--- src/rtl/fpu_multiplier.sv ---
// fpu_multiplier: multi-cycle IEEE-754 binary32 multiplier, round-to-nearest-even.
// Both operands are captured on a joint strobe. The registered result is
// qualified by a one-clock output_z_stb pulse.
// Optional feature macro: FPU_MULTIPLIER_DENORMAL_EN
//   undefined: subnormal inputs and tiny results are flushed to signed zero.
//   defined:   gradual underflow through shift loops, giving variable latency.
module fpu_multiplier (
    input  logic        clk,
    input  logic        rst,
    input  logic [31:0] input_a,
    input  logic        input_a_stb,
    input  logic [31:0] input_b,
    input  logic        input_b_stb,
    output logic [31:0] output_z,
    output logic        output_z_stb
);

    typedef enum logic [3:0] {
        IDLE, UNPACK, SPECIAL, MULTIPLY, NORMALISE, ROUND, PACK, PUT_Z
`ifdef FPU_MULTIPLIER_DENORMAL_EN
        , NORMALISE_A, NORMALISE_B, UNDERFLOW
`endif
    } state_t;

    state_t             r_state, w_next_state;
    logic [31:0]        r_a, r_b;
    logic [23:0]        r_a_m, r_b_m, r_m;
    logic signed [9:0]  r_a_e, r_b_e, r_e;
    logic               r_sign, r_g, r_r, r_s;
    logic [47:0]        r_prod;

    logic        w_a_nan, w_b_nan, w_a_inf, w_b_inf, w_a_zero, w_b_zero, w_special;
    logic [31:0] w_special_z, w_pack_z;
    logic [47:0] w_prod_n;
    logic signed [9:0] w_e_norm;
    logic        w_round_up;
    logic [24:0] w_m_inc;
    logic [7:0]  w_exp_field;

    // Operand classification from the captured raw words
    always_comb begin
        w_a_nan  = (&r_a[30:23]) & (|r_a[22:0]);
        w_b_nan  = (&r_b[30:23]) & (|r_b[22:0]);
        w_a_inf  = (&r_a[30:23]) & ~(|r_a[22:0]);
        w_b_inf  = (&r_b[30:23]) & ~(|r_b[22:0]);
`ifdef FPU_MULTIPLIER_DENORMAL_EN
        w_a_zero = (r_a[30:23] == 8'd0) & ~(|r_a[22:0]);
        w_b_zero = (r_b[30:23] == 8'd0) & ~(|r_b[22:0]);
`else
        w_a_zero = (r_a[30:23] == 8'd0);
        w_b_zero = (r_b[30:23] == 8'd0);
`endif
        w_special   = w_a_nan | w_b_nan | w_a_inf | w_b_inf | w_a_zero | w_b_zero;
        w_special_z = {r_sign, 31'd0};
        if (w_a_nan || w_b_nan || (w_a_inf && w_b_zero) || (w_b_inf && w_a_zero))
            w_special_z = 32'h7FC00000;
        else if (w_a_inf || w_b_inf)
            w_special_z = {r_sign, 8'hFF, 23'd0};
    end

    // Normalise, round and pack arithmetic
    always_comb begin
        w_prod_n    = r_prod[47] ? r_prod : {r_prod[46:0], 1'b0};
        w_e_norm    = r_prod[47] ? r_e : r_e - 10'sd1;
        w_round_up  = r_g & (r_r | r_s | r_m[0]);
        w_m_inc     = {1'b0, r_m} + 25'd1;
        w_exp_field = r_e[7:0] + 8'd127;
        if (r_e > 10'sd127)
            w_pack_z = {r_sign, 8'hFF, 23'd0};
`ifdef FPU_MULTIPLIER_DENORMAL_EN
        else if (r_e == -10'sd126 && !r_m[23])
            w_pack_z = {r_sign, 8'h00, r_m[22:0]};
`else
        else if (r_e < -10'sd126)
            w_pack_z = {r_sign, 31'd0};
`endif
        else
            w_pack_z = {r_sign, w_exp_field, r_m[22:0]};
    end

    // State register
    always_ff @(posedge clk or negedge rst) begin
        if (!rst) r_state <= IDLE;
        else      r_state <= w_next_state;
    end

    // Next-state sequencing
    always_comb begin
        w_next_state = r_state;
        unique case (r_state)
            IDLE:      if (input_a_stb && input_b_stb) w_next_state = UNPACK;
            UNPACK:    w_next_state = SPECIAL;
`ifdef FPU_MULTIPLIER_DENORMAL_EN
            SPECIAL: begin
                if (w_special)      w_next_state = PUT_Z;
                else if (!r_a_m[23]) w_next_state = NORMALISE_A;
                else if (!r_b_m[23]) w_next_state = NORMALISE_B;
                else                 w_next_state = MULTIPLY;
            end
            NORMALISE_A: if (r_a_m[22]) w_next_state = r_b_m[23] ? MULTIPLY : NORMALISE_B;
            NORMALISE_B: if (r_b_m[22]) w_next_state = MULTIPLY;
            NORMALISE:   w_next_state = (w_e_norm < -10'sd126) ? UNDERFLOW : ROUND;
            UNDERFLOW:   if (r_e == -10'sd127) w_next_state = ROUND;
`else
            SPECIAL:   w_next_state = w_special ? PUT_Z : MULTIPLY;
            NORMALISE: w_next_state = ROUND;
`endif
            MULTIPLY:  w_next_state = NORMALISE;
            ROUND:     w_next_state = PACK;
            PACK:      w_next_state = PUT_Z;
            PUT_Z:     w_next_state = IDLE;
            default:   w_next_state = IDLE;
        endcase
    end

    // Datapath registers and result output
    always_ff @(posedge clk or negedge rst) begin
        if (!rst) begin
            r_a <= '0; r_b <= '0; r_a_m <= '0; r_b_m <= '0; r_m <= '0;
            r_a_e <= '0; r_b_e <= '0; r_e <= '0; r_prod <= '0;
            r_sign <= 1'b0; r_g <= 1'b0; r_r <= 1'b0; r_s <= 1'b0;
            output_z <= '0; output_z_stb <= 1'b0;
        end else begin
            output_z_stb <= 1'b0;
            case (r_state)
                IDLE: if (input_a_stb && input_b_stb) begin
                    r_a <= input_a;
                    r_b <= input_b;
                end
                // A zero exponent field is an unbiased -126 without hidden bit
                UNPACK: begin
                    r_sign <= r_a[31] ^ r_b[31];
                    r_a_m  <= {|r_a[30:23], r_a[22:0]};
                    r_b_m  <= {|r_b[30:23], r_b[22:0]};
                    r_a_e  <= (r_a[30:23] == 8'd0) ? -10'sd126 : $signed({2'b00, r_a[30:23]}) - 10'sd127;
                    r_b_e  <= (r_b[30:23] == 8'd0) ? -10'sd126 : $signed({2'b00, r_b[30:23]}) - 10'sd127;
                end
                SPECIAL: if (w_special) begin
                    output_z     <= w_special_z;
                    output_z_stb <= 1'b1;
                end
`ifdef FPU_MULTIPLIER_DENORMAL_EN
                NORMALISE_A: begin
                    r_a_m <= {r_a_m[22:0], 1'b0};
                    r_a_e <= r_a_e - 10'sd1;
                end
                NORMALISE_B: begin
                    r_b_m <= {r_b_m[22:0], 1'b0};
                    r_b_e <= r_b_e - 10'sd1;
                end
                UNDERFLOW: begin
                    {r_m, r_g, r_r} <= {1'b0, r_m, r_g};
                    r_s <= r_s | r_r;
                    r_e <= r_e + 10'sd1;
                end
`endif
                MULTIPLY: begin
                    r_prod <= r_a_m * r_b_m;
                    r_e    <= r_a_e + r_b_e + 10'sd1;
                end
                NORMALISE: begin
                    r_m <= w_prod_n[47:24];
                    r_g <= w_prod_n[23];
                    r_r <= w_prod_n[22];
                    r_s <= |w_prod_n[21:0];
                    r_e <= w_e_norm;
                end
                ROUND: if (w_round_up) begin
                    if (w_m_inc[24]) begin
                        r_m <= w_m_inc[24:1];
                        r_e <= r_e + 10'sd1;
                    end else begin
                        r_m <= w_m_inc[23:0];
                    end
                end
                PACK: begin
                    output_z     <= w_pack_z;
                    output_z_stb <= 1'b1;
                end
                default: ;
            endcase
        end
    end

endmodule

--- config.mk ---
export PLATFORM = sky130hd
export DESIGN_NAME = fpu_multiplier
export DESIGN_NICKNAME = d
export VERILOG_FILES = /design/src/rtl/fpu_multiplier.sv
export SDC_FILE = /design/constraint.sdc
export NUM_CORES = 2
export LEC_CHECK = 0
export ABC_AREA = 0
export CAP_MARGIN = 30
export CORE_ASPECT_RATIO = 1.75
export CORE_MARGIN = 3
export CORE_UTILIZATION = 58
export DETAILED_ROUTE_END_ITERATION = 6
export PLACE_DENSITY = 0.85
export SYNTH_ARGS = -nofsm -noshare
export SYNTH_HDL_FRONTEND = slang
export SYNTH_SLANG_ARGS = --single-unit
--- constraint.sdc ---
create_clock -name clk -period 6.85 [get_ports clk]
set_input_delay 1.0275 -clock clk [delete_from_list [all_inputs] [get_ports clk]]
set_output_delay 1.0275 -clock clk [all_outputs]
set_load 0.005 [all_outputs]
==> metrics.md <==
| Metric | Value |
|---|---|
| Status | `complete, but fails checks` |
| Failing checks | `design-rule violations` |
| DR vias | `24700` |
| Via density per instance | `5.90` |
| Die W | `approximately 180 µm` |
| Cell Area, Placed | `roughly 33000 µm²` |
| Die ar. | `roughly 56000 µm²` |
| Multi-input gate area | `~22000 µm²` |
| Flops & latches, synth | `between 200 and 300` |
| WL final | `89600 µm` |
| Crit path time final | `6.77 ns` |
| Global-route wire length before repair | `138000 µm` |
| Post-synth ARST share | `100%` |
| Antenna diodes | `0` |
| Slew Limit Headroom | `30.6%` |
| Vias in the first global route | `26400` |
| Iter 0 DRT Violations | `2137` |
| NumNets Final | `approximately 4300` |
| Setup crit end kind | `flip-flop` |
| Hold WC Path Type | `reg2reg` |
| H-Tree Level Count | `1` |
| Yosys Warn Count | `0` |
| Finished Layout Cells | `4196` |
| Post-route cell area | `about 35000 µm²` |
| Crit-path most repeated cell | `fa_1` |
| Clock Latency Late Sink | `0.58 ns` |
| Worst-path clk slew | `approximately 0.08 ns` |
| Critical-path cell list | `buf_12, buf_4, and2_1, fa_1, inv_1, fa_1, fa_1, inv_1, fa_1, fa_1, fa_1, fa_1, ha_1, inv_1, o21ai_0, a21oi_2, a31oi_1, o21ai_1, o31ai_1, xnor2_1, o21ai_1` |
| Total grt overflow | `0` |
| Cells after Synth | `3345` |
| Area share of the largest cell type after synthesis | `31.6%` |
| Placer Congestion | `just under 1` |
| Die height | `a little over 300 µm` |
| Synthesized Nets | `4094` |
| Critical path class | `reg2reg` |
| Slew Limit Fails | `0` |
| Ratio of cells with drive above 1 in the final layout | `12.5%` |
| CP top delay family | `adder cells` |
| Worst Path Arrival | `approximately 7.2 ns` |
| Primary FF master, synth | `dfrtp_1` |
| Clk sinks | `between 200 and 300` |
| RSZ-0062 raised after global routing | `true` |
| DP HPWL | `about 69000 µm` |
| Critical Path RT | `7.27 ns` |
| Hold WS | `0.476 ns` |
| WP buf/inv | `5` |
| Initial antenna violation count | `1` |
| Final hold violation count | `0` |
| CP Max Fanout | `8` |
| Boundary pin count | `about 100` |
| Storage cell area | `about 6400 µm²` |
| CTS tree | `done` |
| Critical Path Max Stage Delay | `roughly 0.56 ns` |
| Final setup vio count | `0` |
| Port bufs | `100` |
| Core area | `approximately 52000 µm²` |
| WL per Instance | `21.4 µm` |
| Worst Skew | `about 0.034 ns` |
| Register area share after synthesis | `20.6%` |
| Core Rows | `110` |
| Fillers | `3854` |
| Cell variety after synth | `76` |
| Slowest cell on crit path | `fa_1` |
| Initial Util | `between 50 and 60%` |
| Mapped Area | `30700 µm²` |
| Top post-synthesis cells by area | `fa_1, dfrtp_1, ha_1, nand2_1, inv_1` |
| Setup tns final | `0 ns` |
| Pre-antenna DRT Iters | `7` |
| Cts bufs inserted | `25` |
| MaxCap Viol Count | `0` |
| Final ANT Viol Nets | `0` |
| Tcrit/Tclk final | `98.8%` |
| Syn avg cell area | `9.17 µm²` |
| Fmax | `148 MHz` |
| CTS Buffer Depth | `3` |
| Worst-Margin Slew | `approximately 1.0 ns` |
| Dpl cells | `approximately 4100` |
| Biggest area consumer among synthesized cells | `fa_1` |
| Setup crit start kind | `flip-flop` |
| Area Growth Syn to Fin | `13.8%` |
| Largest net degree at the start of global routing | `133` |
| Number of flops mapped to enable cells by yosys | `0` |
| DRC viols | `1` |
| GRT Total Usage | `31.7%` |
| CTS Root Cell | `clkbuf_16` |
[state kept, by name, summed over array words and instances (netlist names)]
| register | flops |
|---|---|
| r_prod | 48 |
| output_z | 32 |
| r_a | 32 |
| r_b | 32 |
| r_a_m | 24 |
| r_b_m | 24 |
| r_m | 24 |
| r_e | 10 |
| r_a_e | 9 |
| r_b_e | 9 |
| r_state | 3 |
| output_z_stb | 1 |
| r_g | 1 |
| r_r | 1 |
| r_s | 1 |
| r_sign | 1 |
[worst register-to-register path: stages, from the launching register on]
cell and delay (ns):
dfrtp_2 0.49, buf_12 0.16, buf_4 0.16, and2_1 0.18, fa_1 0.54, inv_1 0.06, fa_1 0.52, fa_1 0.52
inv_1 0.05, fa_1 0.56, fa_1 0.47, fa_1 0.52, fa_1 0.42, ha_1 0.39, inv_1 0.09, o21ai_0 0.33
a21oi_2 0.15, a31oi_1 0.19, o21ai_1 0.17, o31ai_1 0.34, xnor2_1 0.23, o21ai_1 0.09
[final cells by class]
type                    count  share of cell area, %
multi-input cells        2347                   62.8
flip-flops and latches    252                   18.2
repair buffers            308                   8.04
inverters                 573                   6.16
well taps                 672                   2.41
clock buffers              32                   1.93
clock inverters            12                  0.484
[metrics by stage]
stage / setup WS (ns) / util [%]
2_1_floorplan: 0.316 / -
3_3_place_gp: 0.0267 / 63.7
3_5_place_dp: -0.0519 / 63.8
4_1_cts: 0.00137 / 65.4
5_1_grt: -0.0975 / 67.2
6_report: 0.0849 / 67.2
[path summary, 6_finish.rpt]
path,start,end,slack (ns),cells after the start
max,r_a_m[11],r_prod[47],0.08,21
min,r_prod[19],r_prod[19],0.48,2
max reg2reg,r_a_m[11],r_prod[47],0.08,21
min reg2reg,r_prod[19],r_prod[19],0.48,2
max in group asynchronous,rst,r_prod[33],5.01,2
min in group asynchronous,rst,output_z[27],0.60,1
[routing by layer]
layer,track usage (%),up-vias,share of wire [%]
met5,0,-,0.015
met3,3.39,513,5.9
met1,32.5,12300,32
met4,26.8,2,11
li1,-,10700,-
met2,57.8,1204,51
[Yosys cell counts, types with 7 or more instances]
| library cell | number |
|---|---|
| nor2b_1 | 12 |
| a21oi_1 | 106 |
| nor3_1 | 20 |
| dfrtp_1 | 252 |
| nor4_1 | 26 |
| o21bai_1 | 15 |
| mux2i_1 | 22 |
| inv_1 | 573 |
| xor2_1 | 27 |
| nand4_1 | 18 |
| buf_2 | 14 |
| fa_1 | 484 |
| o21a_1 | 8 |
| mux2_2 | 64 |
| nand3_1 | 33 |
| a31oi_1 | 13 |
| ha_1 | 197 |
| clkbuf_1 | 154 |
| a22o_1 | 31 |
| and2_1 | 290 |
| nor2_1 | 71 |
| nand2_1 | 597 |
| o21ai_0 | 121 |
| a21o_1 | 17 |
| o22ai_1 | 7 |
| o31ai_1 | 8 |
| and3_1 | 11 |
| xnor2_1 | 48 |
| or3_1 | 9 |
| o22a_1 | 7 |
[layout by cell type (no fill, tap or decap), drive strengths merged, types with 4 or more instances in the layout]
master | netlist | final
a31oi | 14 | 14
inv | 573 | 577
xnor2 | 48 | 48
nand2 | 597 | 597
clkdlybuf4s50 | 0 | 99
and3 | 11 | 11
xor2 | 27 | 27
nand3 | 33 | 33
o22a | 7 | 7
a22o | 31 | 31
a211oi | 8 | 8
or3 | 9 | 9
nor3 | 23 | 23
o21ai | 126 | 126
o32ai | 4 | 4
o21bai | 15 | 15
o31ai | 9 | 9
fa | 484 | 484
nand4 | 19 | 19
dfrtp | 252 | 252
o311ai | 4 | 4
or2 | 5 | 5
mux2 | 64 | 64
nor3b | 4 | 4
clkbuf | 154 | 34
and4 | 4 | 4
nor2 | 71 | 71
buf | 19 | 207
a21oi | 107 | 107
mux2i | 22 | 22
o22ai | 7 | 7
and2 | 291 | 291
nor4 | 27 | 27
ha | 197 | 197
o21a | 8 | 8
o211ai | 6 | 6
nor2b | 12 | 12
a21o | 17 | 17
[what timing repair did]
action | in CTS | in global routing
gates resized for setup | 14 | 140
buffers inserted | 0 | 58
hold buffers | 0 | 0
gates cloned | 0 | 1
pin swaps | 0 | 58
setup endpoints to repair | 9 | 24
endpoints found under the hold margin | 0 | 0
[kinds of logic after synthesis]
logic type / synth area share, %
simple gates: 17.3
flops: 20.6
compound gates: 8.05
fa+ha+maj: 39.6
buf+inv: 9.23
xor+xnor: 2.14
mux: 3.07
Power is left out: the tool's default activity adds up to more than one toggle a clock period on the data nets, which glitch-free logic cannot reach.
